### config.mk
export PLATFORM = sky130hd
export DESIGN_NAME = slow_step_counter
export DESIGN_NICKNAME = d
export VERILOG_FILES = /design/src/rtl/slow_step_counter.sv
export SDC_FILE = /design/constraint.sdc
export NUM_CORES = 1
export LEC_CHECK = 0
export ABC_CLOCK_PERIOD_IN_PS = 2910
export CORE_MARGIN = 8
export CORE_UTILIZATION = 36
export CTS_BUF_LIST = sky130_fd_sc_hd__clkbuf_16
export DETAILED_ROUTE_END_ITERATION = 10
export SKIP_CTS_REPAIR_TIMING = 1
export SLEW_MARGIN = 30
export SYNTH_ARGS = -nofsm -noshare
export SYNTH_HDL_FRONTEND = slang
export SYNTH_SLANG_ARGS = --single-unit
### constraint.sdc
create_clock -name clk -period 2.91 [get_ports clk]
set_input_delay 0.291 -clock clk [delete_from_list [all_inputs] [get_ports clk]]
set_output_delay 0.291 -clock clk [all_outputs]
set_load 0.005 [all_outputs]
### src/rtl/slow_step_counter.sv
// slow_step_counter
// Treats the slow clock as a data input. It is synchronised into the clk domain
// and each rising edge becomes a one-cycle step pulse. That pulse drives an
// up/down LED counter. Three bouncy board buttons control the counter: one
// toggles run/pause, one toggles direction, and one clears the count. Every
// flop in this module is clocked by clk.
//
// Ports
//   clk        in   main clock
//   reset      in   synchronous, active-high reset
//   slow_in    in   slow clock, asynchronous to clk
//   btn_pause  in   raw button; a press toggles run/pause
//   btn_dir    in   raw button; a press toggles count direction
//   btn_clear  in   raw button; a press zeroes the counter
//   count      out  counter value (LEDs)
//   running    out  1 = RUN, 0 = PAUSE
//   dir_down   out  0 = count up, 1 = count down
//   step       out  one-cycle pulse per slow_in rising edge
//   wrap       out  one-cycle pulse when the count wraps
//
// FSM states
//   state    | meaning
//   ST_RUN   | steps advance the counter
//   ST_PAUSE | steps still pulse, but the counter holds
module slow_step_counter #(
   parameter int WIDTH           = 8,
   parameter int DEBOUNCE_CYCLES = 250000
) (
   input  logic             clk,
   input  logic             reset,
   input  logic             slow_in,
   input  logic             btn_pause,
   input  logic             btn_dir,
   input  logic             btn_clear,
   output logic [WIDTH-1:0] count,
   output logic             running,
   output logic             dir_down,
   output logic             step,
   output logic             wrap
);

   localparam int DW = (DEBOUNCE_CYCLES > 1) ? $clog2(DEBOUNCE_CYCLES) : 1;
   // Debounce timers count down from this value. A button change is accepted
   // on terminal count, which is the DEBOUNCE_CYCLES-th consecutive cycle at
   // the new level.
   localparam logic [DW-1:0]    DB_LOAD = DW'(DEBOUNCE_CYCLES - 1);
   localparam logic [WIDTH-1:0] ONE     = {{(WIDTH-1){1'b0}}, 1'b1};

   // Button index: 0 = pause, 1 = dir, 2 = clear.
   localparam int B_PAUSE = 0;
   localparam int B_DIR   = 1;
   localparam int B_CLEAR = 2;

   typedef enum logic {
      ST_RUN   = 1'b0,
      ST_PAUSE = 1'b1
   } state_t;

   logic                 slow_s1_q, slow_s1_d;
   logic                 slow_s2_q, slow_s2_d;
   logic                 slow_s3_q, slow_s3_d;
   logic                 step_q, step_d;
   logic [2:0]           btn_raw;
   logic [2:0]           btn_s1_q, btn_s1_d;
   logic [2:0]           btn_s2_q, btn_s2_d;
   logic [2:0]           stable_q, stable_d;
   logic [2:0]           press_q, press_d;
   logic [2:0][DW-1:0]   db_cnt_q, db_cnt_d;
   state_t               state_q, state_d;
   logic                 dir_q, dir_d;
   logic [WIDTH-1:0]     count_q, count_d;
   logic                 wrap_q, wrap_d;

   assign btn_raw = {btn_clear, btn_dir, btn_pause};

   always_comb begin
      slow_s1_d = slow_in;
      slow_s2_d = slow_s1_q;
      slow_s3_d = slow_s2_q;
      step_d    = slow_s2_q & ~slow_s3_q;

      btn_s1_d  = btn_raw;
      btn_s2_d  = btn_s1_q;
      stable_d  = stable_q;
      db_cnt_d  = db_cnt_q;
      for (int i = 0; i < 3; i++) begin
         db_cnt_d[i] = DB_LOAD;
         if (btn_s2_q[i] != stable_q[i]) begin
            if (db_cnt_q[i] == '0) begin
               stable_d[i] = btn_s2_q[i];
            end else begin
               db_cnt_d[i] = db_cnt_q[i] - 1'b1;
            end
         end
      end
      // Only a 0->1 change of the stable level is an event; a release is ignored.
      press_d = stable_d & ~stable_q;
   end

   always_comb begin
      state_d = state_q;
      if (press_q[B_PAUSE]) begin
         state_d = (state_q == ST_RUN) ? ST_PAUSE : ST_RUN;
      end
      dir_d = dir_q ^ press_q[B_DIR];
   end

   // The step is applied with the current state and direction. Any toggle
   // pressed in the same cycle takes effect from the next cycle.
   always_comb begin
      count_d = count_q;
      wrap_d  = 1'b0;
      if (press_q[B_CLEAR]) begin
         count_d = '0;
      end else if (step_q && (state_q == ST_RUN)) begin
         if (dir_q) begin
            count_d = count_q - ONE;
            wrap_d  = (count_q == '0);
         end else begin
            count_d = count_q + ONE;
            wrap_d  = &count_q;
         end
      end
   end

   always_ff @(posedge clk) begin
      if (reset) begin
         slow_s1_q <= 1'b0;
         slow_s2_q <= 1'b0;
         slow_s3_q <= 1'b0;
         step_q    <= 1'b0;
         btn_s1_q  <= '0;
         btn_s2_q  <= '0;
         stable_q  <= '0;
         press_q   <= '0;
         db_cnt_q  <= {3{DB_LOAD}};
         state_q   <= ST_RUN;
         dir_q     <= 1'b0;
         count_q   <= '0;
         wrap_q    <= 1'b0;
      end else begin
         slow_s1_q <= slow_s1_d;
         slow_s2_q <= slow_s2_d;
         slow_s3_q <= slow_s3_d;
         step_q    <= step_d;
         btn_s1_q  <= btn_s1_d;
         btn_s2_q  <= btn_s2_d;
         stable_q  <= stable_d;
         press_q   <= press_d;
         db_cnt_q  <= db_cnt_d;
         state_q   <= state_d;
         dir_q     <= dir_d;
         count_q   <= count_d;
         wrap_q    <= wrap_d;
      end
   end

   assign count    = count_q;
   assign running  = (state_q == ST_RUN);
   assign dir_down = dir_q;
   assign step     = step_q;
   assign wrap     = wrap_q;

endmodule
==> impl_metrics.json, run 1 <==
{
  "syn_inst": 386,
  "die_h_um": 114,
  "reg2reg_depth": 6,
  "detail-route-antenna-nets": 0,
  "max_freq_mhz": 439,
  "leakage_uw": 0.00149,
  "ys.flop_type": "dfxtp_1",
  "ys_seq_area_share_pct": 46.7,
  "layout_min_cycle_time_ns": 2.28,
  "synth_top_area_share_pct": 46.7,
  "p_per_area_nw_per_um2": 593,
  "grt-ovfl-total": 0,
  "cts_inserted_buffers": 9,
  "cts_tree": "built",
  "antenna_found_initial": 0,
  "yosys.area.top_type": "dfxtp_1",
  "io_pins": 18,
  "netlist_top_cells_area": "dfxtp_1 47%, xnor2_1 7.3%, nand2_1 5.6%",
  "place_ws_ns": 0.693,
  "routed_wl_um": 6250,
  "worstReg2RegStart": "dir_down",
  "synth_common_cells": "81 x dfxtp_1, 52 x nand2_1, 50 x nor2_1, 29 x xnor2_1, 18 x a21oi_1",
  "drive_above_1_share_pct": 6.99,
  "syn_area_per_cell_um2": 9.00,
  "status": "complete, no violations",
  "cap_violations": 0,
  "ys_ff_latch": 81,
  "syn_area_um2": 3470,
  "layout-area-overhead-vs-synth_pct": 19.2,
  "synth_nets": 402,
  "slew_viol_final": 0,
  "fin_ws_ns": 0.630,
  "skew_ns": 0.0110,
  "die-area_um2": 13000,
  "fillCellCount": 950,
  "synth_cell_types": 47,
  "cp_max_fo": 13,
  "fin_util_pct": 43.3,
  "cp-end-kind": "register",
  "synth_edf_count": 0,
  "clk_path_buf_depth": 2,
  "final_cell_count_no_fill": 548,
  "synth.most_common_cell": "dfxtp_1",
  "critical_path_class": "register to register",
  "rows": 36,
  "required_ns": 3.10,
  "drt_iter0_markers": 141,
  "post_drt_wl_per_cell_um": 11.4,
  "worst_setup_path_start_kind": "register",
  "portBuffers": 17,
  "num_antenna_cells": 0,
  "layout.nets": 426,
  "clkLatencyLatePin_ns": 0.33,
  "finalHoldViolCount": 0,
  "design_area_um2": 4140,
  "ir_worst_vdd_mv": 0.302,
  "grt_usage_pct": 10.3,
  "dr.pass1.iters": 4,
  "async_flop_share_pct": 0,
  "cp_cell_sequence": "ha_1 > a21oi_1 > a211oi_1 > o21a_1 > o311ai_0 > o41ai_1",
  "gp_congestion": 0.743,
  "dpl.hpwl_um": 4390,
  "critPathSlowestCell": "dfxtp_1",
  "vias_per_cell": 4.85,
  "num_vias": 2658,
  "worstReg2RegEnd": "count[7]",
  "setup_tns_ns": 0,
  "setup_violations": 0,
  "h-tree-depth": 3,
  "cp.arrival_ns": 2.47,
  "clkTransAtPathRegs_ns": 0.07,
  "slew_headroom_pct": 51.0,
  "core_area_um2": 9550,
  "tightest_slew_ns": 0.728,
  "drc": 0,
  "crit_start": "dir_down",
  "period_share_pct": 78.4,
  "reg2reg_slack_ns": 0.63,
  "rsz0062_at_grt": "no",
  "die_x_um": 114,
  "initial_utilization_pct": 36.4,
  "cpPeakStageDelay_ns": 0.67,
  "grt_max_degree": 15,
  "crit_end": "count[7]",
  "yosysWarnings": 0,
  "grt_pass1_vias": 2490,
  "place_area_um2": 3790,
  "clock-sinks": 81,
  "clock-root-buffer": "clkbuf_16",
  "placedCellCount": 532,
  "hp-class": "register to register",
  "grt_pass1_wl_um": 11200
}
## through the flow
stage	hold WS [ns]	total power [uW]
global placement	0.382	1190
global route	0.402	2540
floorplan	0.367	1170
detailed placement	0.381	1190
finish	0.388	2450
CTS	0.390	2480
## cell families after synthesis
family,synth area share (%)
and+or+nand+nor,27.4
DFF,46.7
AOI/OAI and AO/OA,8.32
xor gates and xnor gates,10.8
buffers and inverters,1.73
adders and majority gates,3.82
muxes,1.19
## sequential cells by signal, indices dropped and copies added (netlist names)
name       count
btn_s1_q       3
btn_s2_q       3
count          8
db_cnt_q      54
dir_down       1
press_q        3
slow_s1_q      1
slow_s2_q      1
slow_s3_q      1
stable_q       3
state_q        1
step           1
wrap           1
## worst max-delay path, delay by kind of cell (launching register included)
kind            cells  cell delay, ns
compound gates      5            1.10
flops               1            0.67
fa+ha+maj           1            0.38
## power by group
group / internal, uW / switching (uW) / leakage [uW]
logic: 19.5 / 21.6 / 0.000669
clock network: 839 / 449 / 0.000167
registers: 1120 / 5.53 / 0.000656
## cells in the final DEF, fill, tap and decap left out, drive strengths merged, types with 10 or more instances in the layout
| master | count |
|---|---|
| dfxtp | 81 |
| nand2 | 52 |
| nor2 | 50 |
| xnor2 | 29 |
| a21oi | 18 |
| clkdlybuf4s50 | 17 |
| nand3 | 15 |
| xor2 | 14 |
| nor2b | 12 |
| nor3 | 11 |
| o21ai | 10 |
| inv | 10 |
| nor4 | 10 |
## how the worst min path moves through the flow
| stage | from | end | slack (ns) | depth (start not counted) |
|---|---|---|---|---|
| floorplan | slow_s3_q | step | 0.37 | 1 |
| global placement | slow_s3_q | step | 0.38 | 1 |
| detailed placement | slow_s3_q | step | 0.38 | 1 |
| CTS | slow_s3_q | step | 0.39 | 1 |
| global route | slow_s3_q | step | 0.40 | 1 |
| finish | slow_s3_q | step | 0.39 | 1 |
## cell type report
type	count	area (um^2)	area share, %
Multi-Input combinational cell	291	1790	43.3
Inverter	8	30.0	0.726
Clock inverter	7	119	2.87
Timing Repair Buffer	19	185	4.48
Clock buffer	9	225	5.44
Tap cell	133	166	4.02
Sequential cell	81	1620	39.2
## layer usage
metal  wire length, um  global-route usage (%)  part of all wire, %  up-vias
met5                 0                       0                    0        -
met4                91                    3.99                  1.5        0
met3               203                    2.90                  3.3        9
met2              2810                    16.3                   45       35
met1              3140                    13.0                   50     1230
li1                  -                       -                    -     1384
Power figures use the tool's default switching activity.
==> run 2: changes to the inputs <==
Settings changed: ABC_CLOCK_PERIOD_IN_PS 2910 to 2000.
Clock period 2.91 ns to 2 ns, I/O delays scaled along.
==> impl_metrics.json, run 2 (synthesis results as in run 1) <==
{
  "core_area_um2": 9550,
  "die_x_um": 114,
  "p_total_uw": 3300,
  "cp-end-kind": "register",
  "setup_violations": 1,
  "routed_wl_um": 6490,
  "skew_ns": 0.00547,
  "h-tree-depth": 3,
  "grt-ovfl-total": 0,
  "rsz0062_at_grt": "yes",
  "period_share_pct": 101,
  "die-area_um2": 13000,
  "reg2reg_slack_ns": -0.03,
  "finalHoldViolCount": 0,
  "clkLatencyLatePin_ns": 0.33,
  "largest_reg_flops": 54,
  "dpl.hpwl_um": 4620,
  "final_common_cell": "dfxtp_1",
  "num_antenna_cells": 0,
  "regMostFlops": "db_cnt_q",
  "grt_max_degree": 15,
  "grt_pass1_wl_um": 11300,
  "p_per_area_nw_per_um2": 770,
  "placedCellCount": 551,
  "cp_max_fo": 5,
  "worstReg2RegStart": "db_cnt_q[48]",
  "clock-sinks": 81,
  "gp_congestion": 0.776,
  "cts_inserted_buffers": 9,
  "whs_path_depth": 1,
  "required_ns": 2.25,
  "violations": "negative setup slack",
  "final_cell_count_no_fill": 568,
  "clock-root-buffer": "clkbuf_16",
  "vias_per_cell": 4.76,
  "clk_path_buf_depth": 2,
  "tightest_slew_ns": 0.534,
  "min_to": "step",
  "post_drt_wl_per_cell_um": 11.4,
  "grt_usage_pct": 10.5,
  "fillCellCount": 953,
  "slew_headroom_pct": 64.1,
  "layout-area-overhead-vs-synth_pct": 23.2,
  "cts_tree": "built",
  "cp.arrival_ns": 2.28,
  "design_area_um2": 4280,
  "status": "complete, but fails checks",
  "grt_pass1_vias": 2596,
  "reg2reg_depth": 5,
  "critical_path_class": "register to register",
  "fin_ws_ns": -0.0278,
  "place_area_um2": 3940,
  "layout_min_cycle_time_ns": 2.03,
  "rows": 36,
  "worstReg2RegEnd": "db_cnt_q[51]",
  "ir_worst_vdd_mv": 0.414,
  "place_ws_ns": -0.0929,
  "slew_viol_final": 0,
  "worst_setup_path_start_kind": "register",
  "clkTransAtPathRegs_ns": 0.06,
  "drc": 0,
  "drive_above_1_share_pct": 13.1,
  "dr.pass1.iters": 4,
  "drt_iter0_markers": 78,
  "io_pins": 18,
  "die_h_um": 114,
  "mostFrequentLayoutCells": "79 x dfxtp_1, 51 x nand2_1, 50 x nor2_1",
  "hp-start": "slow_s3_q",
  "setup_tns_ns": -0.0278,
  "max_freq_mhz": 493,
  "detail-route-antenna-nets": 0,
  "num_vias": 2702,
  "layout.nets": 446,
  "initial_utilization_pct": 36.4,
  "hp-class": "register to register",
  "portBuffers": 17,
  "antenna_found_initial": 0,
  "cap_violations": 0,
  "leakage_uw": 0.00157
}
-- run 2: worst max-delay path by stage --
stage	start	end	cells after the start	slack, ns
2_1_floorplan	db_cnt_q[48]	db_cnt_q[51]	6	-0.07
3_3_place_gp	db_cnt_q[48]	db_cnt_q[40]	5	-0.06
3_5_place_dp	db_cnt_q[48]	db_cnt_q[46]	5	-0.09
4_1_cts	db_cnt_q[48]	db_cnt_q[46]	5	-0.10
5_1_grt	db_cnt_q[38]	db_cnt_q[49]	6	-0.08
6_report	db_cnt_q[48]	db_cnt_q[51]	5	-0.03
-- run 2: worst max-delay path, stage by stage (launching register included) --
cell,delay [ns]
dfxtp_2,0.32
or4_4,0.53
or3_4,0.35
or4_4,0.48
and2_4,0.21
o211ai_1,0.07
-- run 2: per-stage QoR --
step | hold WS (ns) | util (%)
2_1_floorplan | 0.324 | -
3_3_place_gp | 0.374 | 41.2
3_5_place_dp | 0.383 | 41.2
4_1_cts | 0.392 | 44.3
5_1_grt | 0.416 | 44.8
6_report | 0.389 | 44.8
-- run 2: per-layer routing --
| metal | share of wire, % | global-route usage, % | vias to the layer above |
|---|---|---|---|
| met1 | 49 | 12.4 | 1250 |
| met2 | 47 | 17.4 | 26 |
| met5 | 0 | 0 | - |
| met4 | 0.74 | 3.28 | 0 |
| met3 | 3.5 | 3.74 | 2 |
| li1 | - | - | 1424 |
-- run 2: area by class of cell --
| class | count | area [um^2] | share of cell area (%) |
|---|---|---|---|
| timing repair buffer | 38 | 328 | 7.67 |
| clock buffer | 9 | 225 | 5.27 |
| clock inverter | 7 | 71.3 | 1.67 |
| multi-input combinational | 292 | 1830 | 42.8 |
| sequential | 81 | 1620 | 38.0 |
| inverter | 8 | 30.0 | 0.702 |
| tap | 133 | 166 | 3.89 |
-- run 2: power by group --
part / internal [uW] / leakage (uW) / switching, uW / total (uW)
clock network: 963 / 0.000139 / 632 / 1590
registers: 1630 / 0.000656 / 6.77 / 1630
logic: 33.8 / 0.000776 / 34.2 / 68.0
total: 2620 / 0.00157 / 673 / 3300
